$ cat config.mk
export PLATFORM = sky130hd
export DESIGN_NAME = key_mixing
export DESIGN_NICKNAME = d
export VERILOG_FILES = /design/src/rtl/rc5_pkg.sv /design/src/rtl/rc5_rotl.sv /design/src/rtl/key_mixing.sv
export SDC_FILE = /design/constraint.sdc
export NUM_CORES = 1
export LEC_CHECK = 0
export CAP_MARGIN = 20
export CELL_PAD_IN_SITES_DETAIL_PLACEMENT = 1
export CELL_PAD_IN_SITES_GLOBAL_PLACEMENT = 1
export CORE_ASPECT_RATIO = 0.9
export CORE_UTILIZATION = 48
export DETAILED_ROUTE_END_ITERATION = 12
export PLACE_DENSITY_LB_ADDON = 0.1
export REMOVE_ABC_BUFFERS = 1
export SLEW_MARGIN = 5
export SYNTH_ARGS = -nofsm -noshare
export SYNTH_HDL_FRONTEND = slang
export SYNTH_SLANG_ARGS = --single-unit
$ cat constraint.sdc
create_clock -name clk -period 13.9 [get_ports clk]
set_input_delay 2.78 -clock clk [delete_from_list [all_inputs] [get_ports clk]]
set_output_delay 2.78 -clock clk [all_outputs]
set_load 0.03 [all_outputs]
$ cat src/rtl/rc5_pkg.sv
// Shared RC5 definitions: controller state encoding, default geometry,
// the magic constants shared with the S-table initialisation stage, and
// a W_DEF-bit rotate-left helper.
package rc5_pkg;

  localparam int W_DEF = 32;
  localparam int T_DEF = 16;
  localparam int C_DEF = 4;

  // RC5 magic constants for 32-bit words.
  localparam logic [31:0] P32 = 32'hB7E1_5163;
  localparam logic [31:0] Q32 = 32'h9E37_79B9;

  typedef enum logic [3:0] {
    ST_IDLE   = 4'd0,
    ST_ADDR   = 4'd1,
    ST_WAIT   = 4'd2,
    ST_READ   = 4'd3,
    ST_CALC_A = 4'd4,
    ST_WR_S   = 4'd5,
    ST_CALC_B = 4'd6,
    ST_WR_L   = 4'd7,
    ST_NEXT   = 4'd8,
    ST_DONE   = 4'd9
  } state_e;

  // Rotate-left of a default-width word; amount 0 returns the operand.
  function automatic logic [W_DEF-1:0] rotl(input logic [W_DEF-1:0]         value,
                                            input logic [$clog2(W_DEF)-1:0] amount);
    logic [$clog2(W_DEF):0] inv;
    inv = ($clog2(W_DEF)+1)'(W_DEF) - {1'b0, amount};
    return (value << amount) | (value >> inv);
  endfunction

endpackage

$ cat src/rtl/rc5_rotl.sv
// Combinational W-bit barrel rotate-left. Shared by the key-mixing stage
// and the encrypt/decrypt rounds.
module rc5_rotl #(
  parameter int W          = 32,
  parameter int ROT_LENGTH = $clog2(W)
) (
  input  logic [W-1:0]          din,
  input  logic [ROT_LENGTH-1:0] amount,
  output logic [W-1:0]          dout
);

  logic [ROT_LENGTH:0] inv;

  // Left part shifts up, wrapped part comes down by W-amount; with amount
  // zero the right shift is by W and contributes nothing.
  always_comb begin
    inv  = (ROT_LENGTH+1)'(W) - {1'b0, amount};
    dout = (din << amount) | (din >> inv);
  end

endmodule

$ cat src/rtl/key_mixing.sv
// RC5 key-schedule mixing stage. Runs 3*max(T,C) passes over the S table
// and key-word array L, rewriting both RAMs in place. Each pass takes eight
// cycles: address, RAM latency, capture, compute A, write S, compute B,
// write L, advance indices.
module key_mixing
  import rc5_pkg::*;
#(
  parameter  int T          = T_DEF,
  parameter  int C          = C_DEF,
  parameter  int W          = W_DEF,
  localparam int N          = 3 * ((T > C) ? T : C),
  localparam int T_LENGTH   = $clog2(T),
  localparam int C_LENGTH   = (C > 1) ? $clog2(C) : 1,
  localparam int N_LENGTH   = $clog2(N + 1),
  localparam int ROT_LENGTH = $clog2(W)
) (
  input  logic                clk,
  input  logic                rst,
  input  logic                iStart,
  input  logic [W-1:0]        iS_data,
  output logic [T_LENGTH-1:0] oS_address,
  output logic [W-1:0]        oS_data,
  output logic                oS_we,
  input  logic [W-1:0]        iL_data,
  output logic [C_LENGTH-1:0] oL_address,
  output logic [W-1:0]        oL_data,
  output logic                oL_we,
  output logic                oBusy,
  output logic                oDone
);

  state_e              state_q, state_d;
  logic [W-1:0]        a_q, a_d, b_q, b_d;
  logic [W-1:0]        rs_q, rs_d, rl_q, rl_d;
  logic [T_LENGTH-1:0] i_q, i_d;
  logic [C_LENGTH-1:0] j_q, j_d;
  logic [N_LENGTH-1:0] k_q, k_d;
  logic [T_LENGTH-1:0] s_addr_q, s_addr_d;
  logic [C_LENGTH-1:0] l_addr_q, l_addr_d;
  logic [W-1:0]        s_data_q, s_data_d, l_data_q, l_data_d;
  logic                s_we_q, s_we_d, l_we_q, l_we_d;
  logic                busy_q, busy_d, done_q, done_d;

  logic [W-1:0]        sum_a, ab_sum, sum_b, rot_a, rot_b;

  // A takes the fresh S word; B uses A as already updated in CALC_A.
  assign sum_a  = rs_q + a_q + b_q;
  assign ab_sum = a_q + b_q;
  assign sum_b  = rl_q + ab_sum;

  rc5_rotl #(.W(W), .ROT_LENGTH(ROT_LENGTH)) u_rot_a (
    .din    (sum_a),
    .amount (ROT_LENGTH'(3)),
    .dout   (rot_a)
  );

  rc5_rotl #(.W(W), .ROT_LENGTH(ROT_LENGTH)) u_rot_b (
    .din    (sum_b),
    .amount (ab_sum[ROT_LENGTH-1:0]),
    .dout   (rot_b)
  );

  // Next-state, datapath update, and registered-output decode of the next state.
  always_comb begin
    // NOTE: every signal assigned here gets a default first, so no path can leave it unassigned and infer a latch.
    state_d  = state_q;
    a_d      = a_q;
    b_d      = b_q;
    rs_d     = rs_q;
    rl_d     = rl_q;
    i_d      = i_q;
    j_d      = j_q;
    k_d      = k_q;
    s_addr_d = s_addr_q;
    l_addr_d = l_addr_q;
    s_data_d = s_data_q;
    l_data_d = l_data_q;

    case (state_q)
      ST_IDLE: begin
        if (iStart) begin
          a_d     = '0;
          b_d     = '0;
          i_d     = '0;
          j_d     = '0;
          k_d     = '0;
          state_d = ST_ADDR;
        end
      end
      ST_ADDR:   state_d = ST_WAIT;
      ST_WAIT:   state_d = ST_READ;
      ST_READ: begin
        rs_d    = iS_data;
        rl_d    = iL_data;
        state_d = ST_CALC_A;
      end
      ST_CALC_A: begin
        a_d      = rot_a;
        s_data_d = rot_a;
        state_d  = ST_WR_S;
      end
      ST_WR_S:   state_d = ST_CALC_B;
      ST_CALC_B: begin
        b_d      = rot_b;
        l_data_d = rot_b;
        state_d  = ST_WR_L;
      end
      ST_WR_L:   state_d = ST_NEXT;
      ST_NEXT: begin
        i_d     = (i_q == T_LENGTH'(T - 1)) ? '0 : i_q + T_LENGTH'(1);
        j_d     = (j_q == C_LENGTH'(C - 1)) ? '0 : j_q + C_LENGTH'(1);
        k_d     = k_q + N_LENGTH'(1);
        state_d = (k_q == N_LENGTH'(N - 1)) ? ST_DONE : ST_ADDR;
      end
      ST_DONE:   state_d = ST_DONE;
      default:   state_d = ST_IDLE;
    endcase

    // Outputs are registered, so they are decoded from the state being entered.
    s_we_d = (state_d == ST_WR_S);
    l_we_d = (state_d == ST_WR_L);
    busy_d = (state_d inside {[ST_ADDR:ST_NEXT]});
    done_d = (state_d == ST_DONE);
    if (state_d == ST_ADDR) begin
      s_addr_d = i_d;
      l_addr_d = j_d;
    end
  end

  // State and output registers with synchronous reset that aborts any pass.
  always_ff @(posedge clk) begin
    // NOTE: non-blocking assignments so every register samples the pre-edge value of every other.
    if (rst) begin
      state_q  <= ST_IDLE;
      a_q      <= '0;
      b_q      <= '0;
      rs_q     <= '0;
      rl_q     <= '0;
      i_q      <= '0;
      j_q      <= '0;
      k_q      <= '0;
      s_addr_q <= '0;
      l_addr_q <= '0;
      s_data_q <= '0;
      l_data_q <= '0;
      s_we_q   <= 1'b0;
      l_we_q   <= 1'b0;
      busy_q   <= 1'b0;
      done_q   <= 1'b0;
    end else begin
      state_q  <= state_d;
      a_q      <= a_d;
      b_q      <= b_d;
      rs_q     <= rs_d;
      rl_q     <= rl_d;
      i_q      <= i_d;
      j_q      <= j_d;
      k_q      <= k_d;
      s_addr_q <= s_addr_d;
      l_addr_q <= l_addr_d;
      s_data_q <= s_data_d;
      l_data_q <= l_data_d;
      s_we_q   <= s_we_d;
      l_we_q   <= l_we_d;
      busy_q   <= busy_d;
      done_q   <= done_d;
    end
  end

  assign oS_address = s_addr_q;
  assign oS_data    = s_data_q;
  assign oS_we      = s_we_q;
  assign oL_address = l_addr_q;
  assign oL_data    = l_data_q;
  assign oL_we      = l_we_q;
  assign oBusy      = busy_q;
  assign oDone      = done_q;

endmodule

* After elaboration in Yosys (flattened, before gate mapping)
Cells that the tools add are included.
** Word-level totals
- Register bits after elaboration :: 218
** Operators by class
- Add/subtract/negate cells :: 8
- Order comparisons :: 2
- Equality and inequality tests :: 17
- Shift operators :: 2
- Muxes and demuxes :: 14
- Bitwise gates (word level) :: 2
- Reduce and logical (&&, ||, !) cells :: 8
** Operators with widths (number)
- 32-bit adder :: 4
- 32-bit one-hot mux with 2 select lines :: 2
- 4-bit one-hot mux with 10 select lines :: 1
- 32-bit two-way mux :: 1
- 32-bit by 3-bit bitwise OR with 32-bit output :: 1
- 32-bit bitwise OR :: 1
- 32-bit by 5-bit left shift with 32-bit output :: 1
- 32-bit by 6-bit >> shifter with 32-bit output :: 1
- 4-bit by 3-bit equality test with 1-bit output, second input constant :: 6
- 4-bit equality test, second input constant :: 4
- 4-bit two-way mux :: 4
- 6-bit one-hot mux with 2 select lines :: 1
- 4-bit by 1-bit equality test with 1-bit output, second input constant :: 2
- 4-bit by 2-bit equality test with 1-bit output, second input constant :: 2
- 4-bit one-hot mux with 2 select lines :: 1
- 6-bit by 1-bit adder with 6-bit output, second input constant :: 1
- 6-bit equality test, second input constant :: 1
- 6-bit two-way mux :: 1
- 2-bit AND reduction :: 3
- 2-bit nonzero test :: 3
- 6-bit by 5-bit subtractor with 6-bit output, first input constant :: 1
- 4-bit by 1-bit adder with 4-bit output, second input constant :: 1
- 4-bit by 1-bit >= comparator with 1-bit output, second input constant :: 1
- 4-bit less-or-equal comparator, second input constant :: 1
- 7 further kinds :: 8

* Logic depth before layout (Yosys ltp)
Gate-level depths: netlist of the first run.
- Depth in word-level cells :: 5
- Depth in mapped cells :: 26
- Gate-level depth less buffers :: 25

* Modules after synthesis
From an unflattened synthesis of the first run, not the netlist that was laid out.
** Second synthesis, totals
- Cells, all modules :: 2424
- Area total of the unflattened synthesis :: 20258.2 um2
** Modules (own cells, without submodules)
- key_mixing :: instances 1, cells each 1604, area an instance 12698.4 um2
- rc5_rotl :: instances 2, cells each 410, area an instance 3779.9 um2

* Worst setup path after synthesis of the first run
OpenSTA, ideal clock, no wires.
- Path type :: reg2reg
- Start :: reg a_q[0]
- End :: reg l_data_q[13] (netlist: oL_data[13])
- Data arrival time :: 6.166 ns
- Data required time :: 13.842 ns
- Setup slack :: 7.676 ns
- Cell stages (with the launch flop) :: 25
- Buffers on the path :: 0
- Cells stage by stage :: dfxtp_1 ha_1 fa_1 a211oi_1 o21ai_1 a22o_1 o41a_1 o41a_1 a21oi_1 o21ai_1 a21o_1 a221o_1 xor2_1 ha_1 nand4_1 nor4_1 or4b_1 o221ai_2 mux2i_1 a211oi_1 a2111oi_4 nor2_2 o311a_1 a311oi_2 a21o_1
** Between the ends
- Longest elaborated chain between the ends :: 4
- Elaborated cells on any way between the ends :: 6
- Classes of those cells :: add/sub (3); shift (2); bitwise (1)
** Ends and longest elaborated chain
- start, declared :: RTL line key_mixing.sv:33 : logic [W-1:0] a_q, a_d, b_q, b_d;
- start signal, assigned :: RTL line key_mixing.sv:135 : a_q <= '0;
- start signal, assigned :: RTL line key_mixing.sv:152 : a_q <= a_d;
- 32-bit adder * :: RTL line key_mixing.sv:48 : assign ab_sum = a_q + b_q;
- 32-bit adder / 6-bit by 5-bit subtractor with 6-bit output (equally long branches) :: RTL line key_mixing.sv:49, rc5_rotl.sv:17
- 32-bit by 6-bit >> shifter with 32-bit output / 32-bit by 5-bit left shift with 32-bit output (equally long branches) :: RTL line rc5_rotl.sv:18 : dout = (din << amount) | (din >> inv);
- 32-bit bitwise OR * :: RTL line rc5_rotl.sv:18
- end signal, assigned :: RTL line key_mixing.sv:162 : l_data_q <= l_data_d;
- end, declared :: RTL line key_mixing.sv:40 : logic [W-1:0] s_data_q, s_data_d, l_data_q, l_data_d;
Mark *: on every way between the ends. The rest lies on a longest branch, timed or not.
A chain may end at the register's enable or synchronous reset.

* Worst setup path after layout of the first run
- Start :: reg a_q[0]
- End :: reg b_q[8]
** Between the ends
- Longest elaborated chain between the ends :: 5
- Elaborated cells on any way between the ends :: 7
- Classes of those cells :: add/sub (3); shift (2); mux (1); bitwise (1)
** Ends and longest elaborated chain
- 32-bit adder * :: RTL line key_mixing.sv:48
- 32-bit adder / 6-bit by 5-bit subtractor with 6-bit output (equally long branches) :: RTL line key_mixing.sv:49, rc5_rotl.sv:17
- 32-bit by 6-bit >> shifter with 32-bit output / 32-bit by 5-bit left shift with 32-bit output (equally long branches) :: RTL line rc5_rotl.sv:18
- 32-bit bitwise OR * :: RTL line rc5_rotl.sv:18
- 32-bit one-hot mux with 2 select lines * :: RTL line key_mixing.sv:79 : case (state_q)
- end signal, assigned :: RTL line key_mixing.sv:136 : b_q <= '0;
- end signal, assigned :: RTL line key_mixing.sv:153 : b_q <= b_d;
- end, declared :: RTL line key_mixing.sv:33
Marked as above.

==> impl_results.md, run 1 <==
- Measured slew at the worst slew-check pin: 1.22 ns
- Relative slew slack: 0.171
- I/O pin total: 141
- Run status: completed
- Avg WL per Cell: about 28 um
- Tightest hold margin: 0.454 ns
- Combined area of all synthesized cells: 0.0178 sq mm
- Clock buffer count from CTS: 25
- Commonest non-fill, non-tap cell in the layout: sky130_fd_sc_hd__nand2_1
- Hold Startpoint: oS_data[29]
- Post-route ant nets: 0
- Clock latency at the later pin of the worst-skew pair: 0.55 ns
- Resized Gates After CTS: 0
- Post-DP HPWL: roughly 60000 um
- DRC viols: 0
- Standard cell core area: roughly 0.036 sq mm
- Max Clock Freq: approximately 0.13 GHz
- All-layer global routing usage: 0.417
- Average size of a mapped cell: approximately 7.5 sq um
- Via count of the first global-routing pass: ~20000
- Count of port buffers added during placement: 140
- Sequence of cells on the critical path: ha_2, fa_1, a211oi_1, o21ai_1, a22o_1, o41a_1, o41a_1, a21oi_1, o21ai_1, a21o_1, a221o_1, xor2_1, ha_1, nand4_1, nor4_1, or4b_1, o221ai_2, mux2i_1, and4_1, a311oi_1, a32oi_1, a211oi_1, o21ai_0, nand2_1
- Delay-heaviest family, CP: compound AO/OA/AOI/OAI gates
- Count of final hold-check violations: 0
- CTS sink count: 218
- Post-layout min period: between 7 and 8 ns
- Router iterations before antenna repair: 6
- Row cnt: 66
- Category of the most critical setup path: reg -> reg
- First-pass GRT wire length: ~120000 um
- Synth-to-Final Area Change: 14.1%
- Max stage delay on crit path: approximately 0.67 ns
- Most used cells in the layout excluding fill and tap cells: 430 x sky130_fd_sc_hd__nand2_1, 241 x sky130_fd_sc_hd__a21oi_1, 218 x sky130_fd_sc_hd__dfxtp_1
- CP max-delay cell: sky130_fd_sc_hd__o21ai_0
- Type of element launching the critical path: flop
- Clock skew after layout: 0.0254 ns
- Final-layout setup total negative slack: 0 ns
- Number of vias in the routed layout: roughly 20000
- Routability Congestion: between 1 and 1.5
- Slew Viols, Final: 0
- Total congestion overflow after global routing: 0
- Antenna violations before repair: 1
- Max-Cap Viols: 0
- Worst hold path class: reg -> reg
- Post-synthesis async set-or-reset flop share: 0
- Data arrival at the endpoint of the critical path: about 8.2 ns
- Final Total Pwr: approximately 0.0015 W
- Fraction of layout cells with a size suffix above 1: 0.0595
- Clock Pin Slew Worst Setup and Hold Paths: 0.06 ns
- Count of distinct cell types in the synthesized netlist: a little under 100
- Setup repair after global routing missed its margin: no
- Fraction of the yosys area taken by sequential cells: 0.245
- Wirelength, routed: about 81000 um
- CP Capture Type: flop
- Setup fix buffers added after clock tree synthesis: 0
- Post-synthesis register bit count: around 220
- Final Setup Violations: 0
- EDFF count, synth: 0
- Number of filler instances in the final layout: ~4500
- Nets: approximately 2600
- Peak supply drop: 0.117 mV
- Required time of the worst setup path: roughly 14 ns
- Max H-tree Level: 1
- Initial DRC Count: 2325
- Initial Util: 0.491
- Cell area power density: just over 70 mW/mm^2
- Post-detailed-route via-to-cell ratio: ~7
- Pin count of the biggest net entering global routing: 62
- Core utilization of the finished layout: 0.560
- Crit path buffers/inverters: 0
- Die span in y: between 150 and 200 um
- Synth warn: 0
- Die width: 205 um
- Worst flop-to-flop path startpoint: a_q[0]
- Static leakage: 8.15 nW
- Setup crit start: a_q[0]
- Instance count of the mapped netlist: about 2400
- Die footprint: 0.0379 sq mm
- Primary flip-flop cell chosen by synthesis mapping: sky130_fd_sc_hd__dfxtp_1
- Clock tree from TritonCTS: done
- Fin crit share: 0.564
- Cell at the root of the clock tree: sky130_fd_sc_hd__clkbuf_16
- CP Max Fanout: 7
- Clock Path Buffers: 3
- Hold_buf cts: 0
## state kept, by name, indices dropped and copies added (netlist names), 2 cells and up
name and count:
a_q 32, oS_address 4, j_q 2, b_q 32, oS_data 32, rs_q 32, k_q 6, i_q 4
rl_q 32, oL_data 32, oL_address 2, state_q 4
## area by class of cell
class                   count  area (sq um)  share of cell area
diodes                      1          2.50            0.000123
clock buffers              33           696              0.0342
clock inverters            13           135             0.00664
inverters                  27           101             0.00498
multi-input cells        1995         12800               0.631
flip-flops and latches    218          4360               0.215
well taps                 476           596              0.0293
repair buffers            169          1620              0.0795
## worst reg2reg max path: cells and delay by family, from the launching register on
family / cells / cell delay [ns]
multiplexers: 1 / 0.57
AO/OA/AOI/OAI: 14 / 4.13
flip-flops: 1 / 0.34
adder cells (fa/ha/maj): 3 / 1.09
XOR/XNOR: 1 / 0.19
AND/OR/NAND/NOR: 5 / 1.38
## through the flow
step,area [sq um],instances,setup WS [ns]
floorplan,17200,2240,6.97
global placement,19500,2885,6.63
detailed placement,19500,2885,6.38
CTS,20300,2931,6.27
global route,20300,2931,5.71
finish,20300,2932,6.06
## power by group
part / total [W] / internal, W / switching (W)
Combinational: 0.000149 / 0.0000532 / 0.0000961
Sequential: 0.000643 / 0.000633 / 0.00000974
Clock: 0.000687 / 0.000393 / 0.000294
Total: 0.00148 / 0.00108 / 0.000400
## worst paths after layout
path	endpoint	slack, ns	cells past startpoint
worst min-delay path	oS_data[29]	0.45	2
worst max-delay path	b_q[8]	6.06	24
worst min register to register	oS_data[29]	0.45	2
worst max register to register	b_q[8]	6.06	24
## logic make-up (layout without fill, tap and decap cells)
kind of cell / Yosys count / in the layout / synth area share
mux: 40 / 40 / 0.0290
fa+ha+maj: 134 / 134 / 0.108
flops: 218 / 218 / 0.245
other cells: 0 / 1 / 0
buf+inv: 175 / 242 / 0.0387
compound gates: 801 / 801 / 0.304
simple gates: 945 / 945 / 0.239
xor+xnor: 75 / 75 / 0.0368
## routing by layer
| metal | global-route usage | wire length [um] | vias to the layer above |
|---|---|---|---|
| li1 | - | - | 8959 |
| met1 | 0.552 | 33800 | 9975 |
| met2 | 0.643 | 35300 | 1091 |
| met3 | 0.0980 | 8210 | 226 |
| met4 | 0.186 | 3870 | 0 |
| met5 | 0 | 0 | - |
## cells in the mapped netlist (all sizes together), types with 9 or more instances
master / number / area [sq um]
nand2: 430 / 1610
a21oi: 241 / 1210
dfxtp: 218 / 4360
nor2: 190 / 716
clkbuf: 130 / 489
o21ai: 117 / 601
ha: 100 / 1250
nor3: 85 / 437
nand3: 76 / 385
a211oi: 63 / 478
a21o: 60 / 450
xnor2: 52 / 455
o211ai: 42 / 325
a31oi: 36 / 231
fa: 34 / 681
and3: 27 / 169
inv: 26 / 97.6
nand4: 23 / 144
xor2: 23 / 201
o21a: 22 / 165
and2: 21 / 134
mux2i: 21 / 214
buf: 18 / 98.9
a311oi: 17 / 155
nand2b: 16 / 100
a221oi: 15 / 138
nor2b: 13 / 81.3
o2111ai: 13 / 114
or3: 13 / 81.3
a2111oi: 12 / 130
a22o: 12 / 105
and4: 12 / 108
o21bai: 12 / 90.1
a211o: 11 / 96.3
mux2: 11 / 124
or2: 11 / 68.8
a22oi: 10 / 80.1
o31ai: 10 / 80.1
a21boi: 9 / 71.3
No activity file was read; power rests on OpenSTA's default activity.
==> run 2, diff against run 1 <==
- CORE_UTILIZATION: 48 -> 40
- clock period: 13.9 -> 6.28 ns (I/O delays scaled with it)
==> run 2 against run 1 <==
The run now ends with negative setup slack left. Worst setup slack worse by 6.1 ns. Non-clock buffer count is 256 higher. Maximum frequency is 23% higher. Via count is 3.6% higher. Final area is 15% higher. Global-route usage is 4.4 points lower. Die area is 20% higher. Routed wire length is 8.0% higher. Clock-buffer cell count is 3 higher. Critical path type unchanged. Critical endpoint is now b_q[16].
==> impl_results.md, run 2 (synthesis results as in run 1) <==
- CP Max Fanout: 5 (-2)
- Antenna violations before repair: 0 (-1)
- Setup crit start: b_q[0]
- First-pass GRT wire length: 129000 um (+6.9%)
- CP Capture Type: flop
- Setup repair after global routing missed its margin: yes
- Clock tree from TritonCTS: done
- Initial DRC Count: 1897 (-18%)
- Row cnt: 73 (+11%)
- Total congestion overflow after global routing: 0 (unchanged)
- Number of cells on the critical path: 31 (+29%)
- Routability Congestion: 1.01 (-1.3%)
- CTS sink count: 218 (unchanged)
- Fraction of layout cells with a size suffix above 1: 0.197 (+0.138)
- Avg WL per Cell: 26.5 um (-4.3%)
- Cell area power density: 143 mW/mm^2 (+97%)
- Max-Cap Viols: 0 (unchanged)
- Required time of the worst setup path: 6.78 ns (-7.52 ns)
- Max Clock Freq: 0.157 GHz (+23%)
- Wire length on met3: 7190 um (-12%)
- Category of the most critical setup path: reg -> reg
- Synth-to-Final Area Change: 31.2%
- Final Setup Violations: 13 (+13)
- Commonest non-fill, non-tap cell in the layout: sky130_fd_sc_hd__nand2_1
- Measured slew at the worst slew-check pin: 1.16 ns (-0.0668 ns)
- Most used cells in the layout excluding fill and tap cells: 423 x sky130_fd_sc_hd__nand2_1, 270 x sky130_fd_sc_hd__buf_4, 231 x sky130_fd_sc_hd__a21oi_1
- Post-detailed-route via-to-cell ratio: 6.34 (-8.2%)
- Die span in y: 202 um (+9.4%)
- Worst flop-to-flop path startpoint: b_q[0]
- Relative slew slack: 0.227 (+0.0558)
- Count of port buffers added during placement: 140 (unchanged)
- Fin crit share: 1.01 (+0.448)
- Register-to-Register Setup Slack: -0.07 ns (-6.14 ns)
- Delay-heaviest family, CP: compound AO/OA/AOI/OAI gates
- Core utilization of the finished layout: 0.530 (-0.0295)
- Worst hold path class: reg -> reg
- Antenna diode count: 0 (-1)
- Static leakage: 9.67 nW (+19%)
- DRC viols: 0 (unchanged)
- Peak supply drop: 0.189 mV (+62%)
- All-layer global routing usage: 0.374 (-0.0437)
- Violated checks: negative setup slack
- Router iterations before antenna repair: 5 (-1)
- Max stage delay on crit path: 0.38 ns (-0.29 ns)
- Clock Path Buffers: 3 (unchanged)
- Wirelength, routed: 87600 um (+8.0%)
- Termination of the worst setup path: b_q[16]
- Slew Viols, Final: 0 (unchanged)
- Non-filler cells, final: 3309 (+13%)
- Die footprint: 0.0454 sq mm (+20%)
- Highest layer used for signal routing: met4
- Cell depth of the worst flop-to-flop path: 31 (+29%)
- Data arrival at the endpoint of the critical path: 6.85 ns (-1.39 ns)
- Cell at the root of the clock tree: sky130_fd_sc_hd__clkbuf_16
- Type of element launching the critical path: flop
- Clock Pin Slew Worst Setup and Hold Paths: 0.06 ns (about the same)
- Via count of the first global-routing pass: 20799 (+3.4%)
- Max H-tree Level: 1 (unchanged)
- Run status: finished, violations left
- Pin count of the biggest net entering global routing: 70 (+13%)
- Wire length on met2: 36300 um (+2.9%)
- Worst setup margin: -0.0703 ns (-6.14 ns)
- CP max-delay cell: sky130_fd_sc_hd__fa_2
- Final-layout setup total negative slack: -0.312 ns (-0.312 ns)
- End of the worst register-to-register path: b_q[16]
- Post-DP HPWL: 68200 um (+13%)
- I/O pin total: 141 (unchanged)
- Total placed cells including tap cells: 3246 (+13%)
- Initial Util: 0.404 (-0.0866)
- Post-layout min period: 6.35 ns (-1.48 ns)
- Die width: 225 um (+9.5%)
- Clock latency at the later pin of the worst-skew pair: 0.57 ns (+0.02 ns)
- Worst Setup Slack post-DPL: -0.329 ns (-6.71 ns)
- Post-route ant nets: 0 (unchanged)
- Routed metal-1 wire length: 39800 um (+18%)
- Nets: 2894 (+9.7%)
- Clock buffer count from CTS: 26 (+4.0%)
- Crit path buffers/inverters: 6 (+6)
- Count of final hold-check violations: 0 (unchanged)
- Number of vias in the routed layout: 20971 (+3.6%)
- Standard cell core area: 0.0441 sq mm (+21%)
- Clock skew after layout: 0.0194 ns (-0.00600 ns)
[run 2: worst min-delay path by stage]
stage                      from           to  slack, ns  cells after the start
global placement    oS_data[27]  oS_data[27]       0.44                      2
detailed placement   oL_data[6]   oL_data[6]       0.44                      2
global route        oS_data[10]  oS_data[10]       0.47                      2
floorplan               rs_q[0]      rs_q[0]       0.43                      2
CTS                  oS_data[0]   oS_data[0]       0.45                      2
finish               oS_data[0]   oS_data[0]       0.45                      2
[run 2: layer usage]
metal  GRT usage  vias to the layer above
li1            -                     9417
met1       0.539                    10463
met2       0.541                      914
met3      0.0645                      177
met4       0.161                        0
met5           0                        -
[run 2: per-stage QoR]
stage | hold slack (ns) | instance area, sq um | total power, W
after global placement | 0.435 | 21400 | 0.00179
after floorplan | 0.430 | 17200 | 0.00161
final | 0.446 | 23400 | 0.00334
after detailed placement | 0.436 | 21400 | 0.00180
after CTS | 0.448 | 22700 | 0.00334
after global routing | 0.470 | 23400 | 0.00344
[run 2: worst register-to-register path, delay by kind of cell (launching register included)]
kind | cells | cell delay (ns)
buf+inv | 6 | 1.00
fa+ha+maj | 3 | 0.83
xor+xnor | 1 | 0.16
compound gates | 15 | 3.34
flops | 1 | 0.33
mux | 1 | 0.09
simple gates | 5 | 0.56
[run 2: power breakdown]
group / internal (W) / switching [W]
combinational: 0.000146 / 0.000230
clock: 0.000899 / 0.000645
sequential: 0.00140 / 0.0000204
total: 0.00245 / 0.000895
[run 2: final cells by class]
class | count | area (sq um)
inverters | 27 | 101
multi-input cells | 1995 | 13700
clock inverters | 8 | 109
well taps | 600 | 751
fillers | 5396 | 20700
flip-flops and latches | 218 | 4370
repair buffers | 425 | 3600
clock buffers | 36 | 738
[run 2: repair_timing]
item,CTS,global route
hold buffers,0,0
pin swaps,65,73
buffers inserted,10,19
gates resized for setup,81,130
endpoints found under the setup margin,62,64
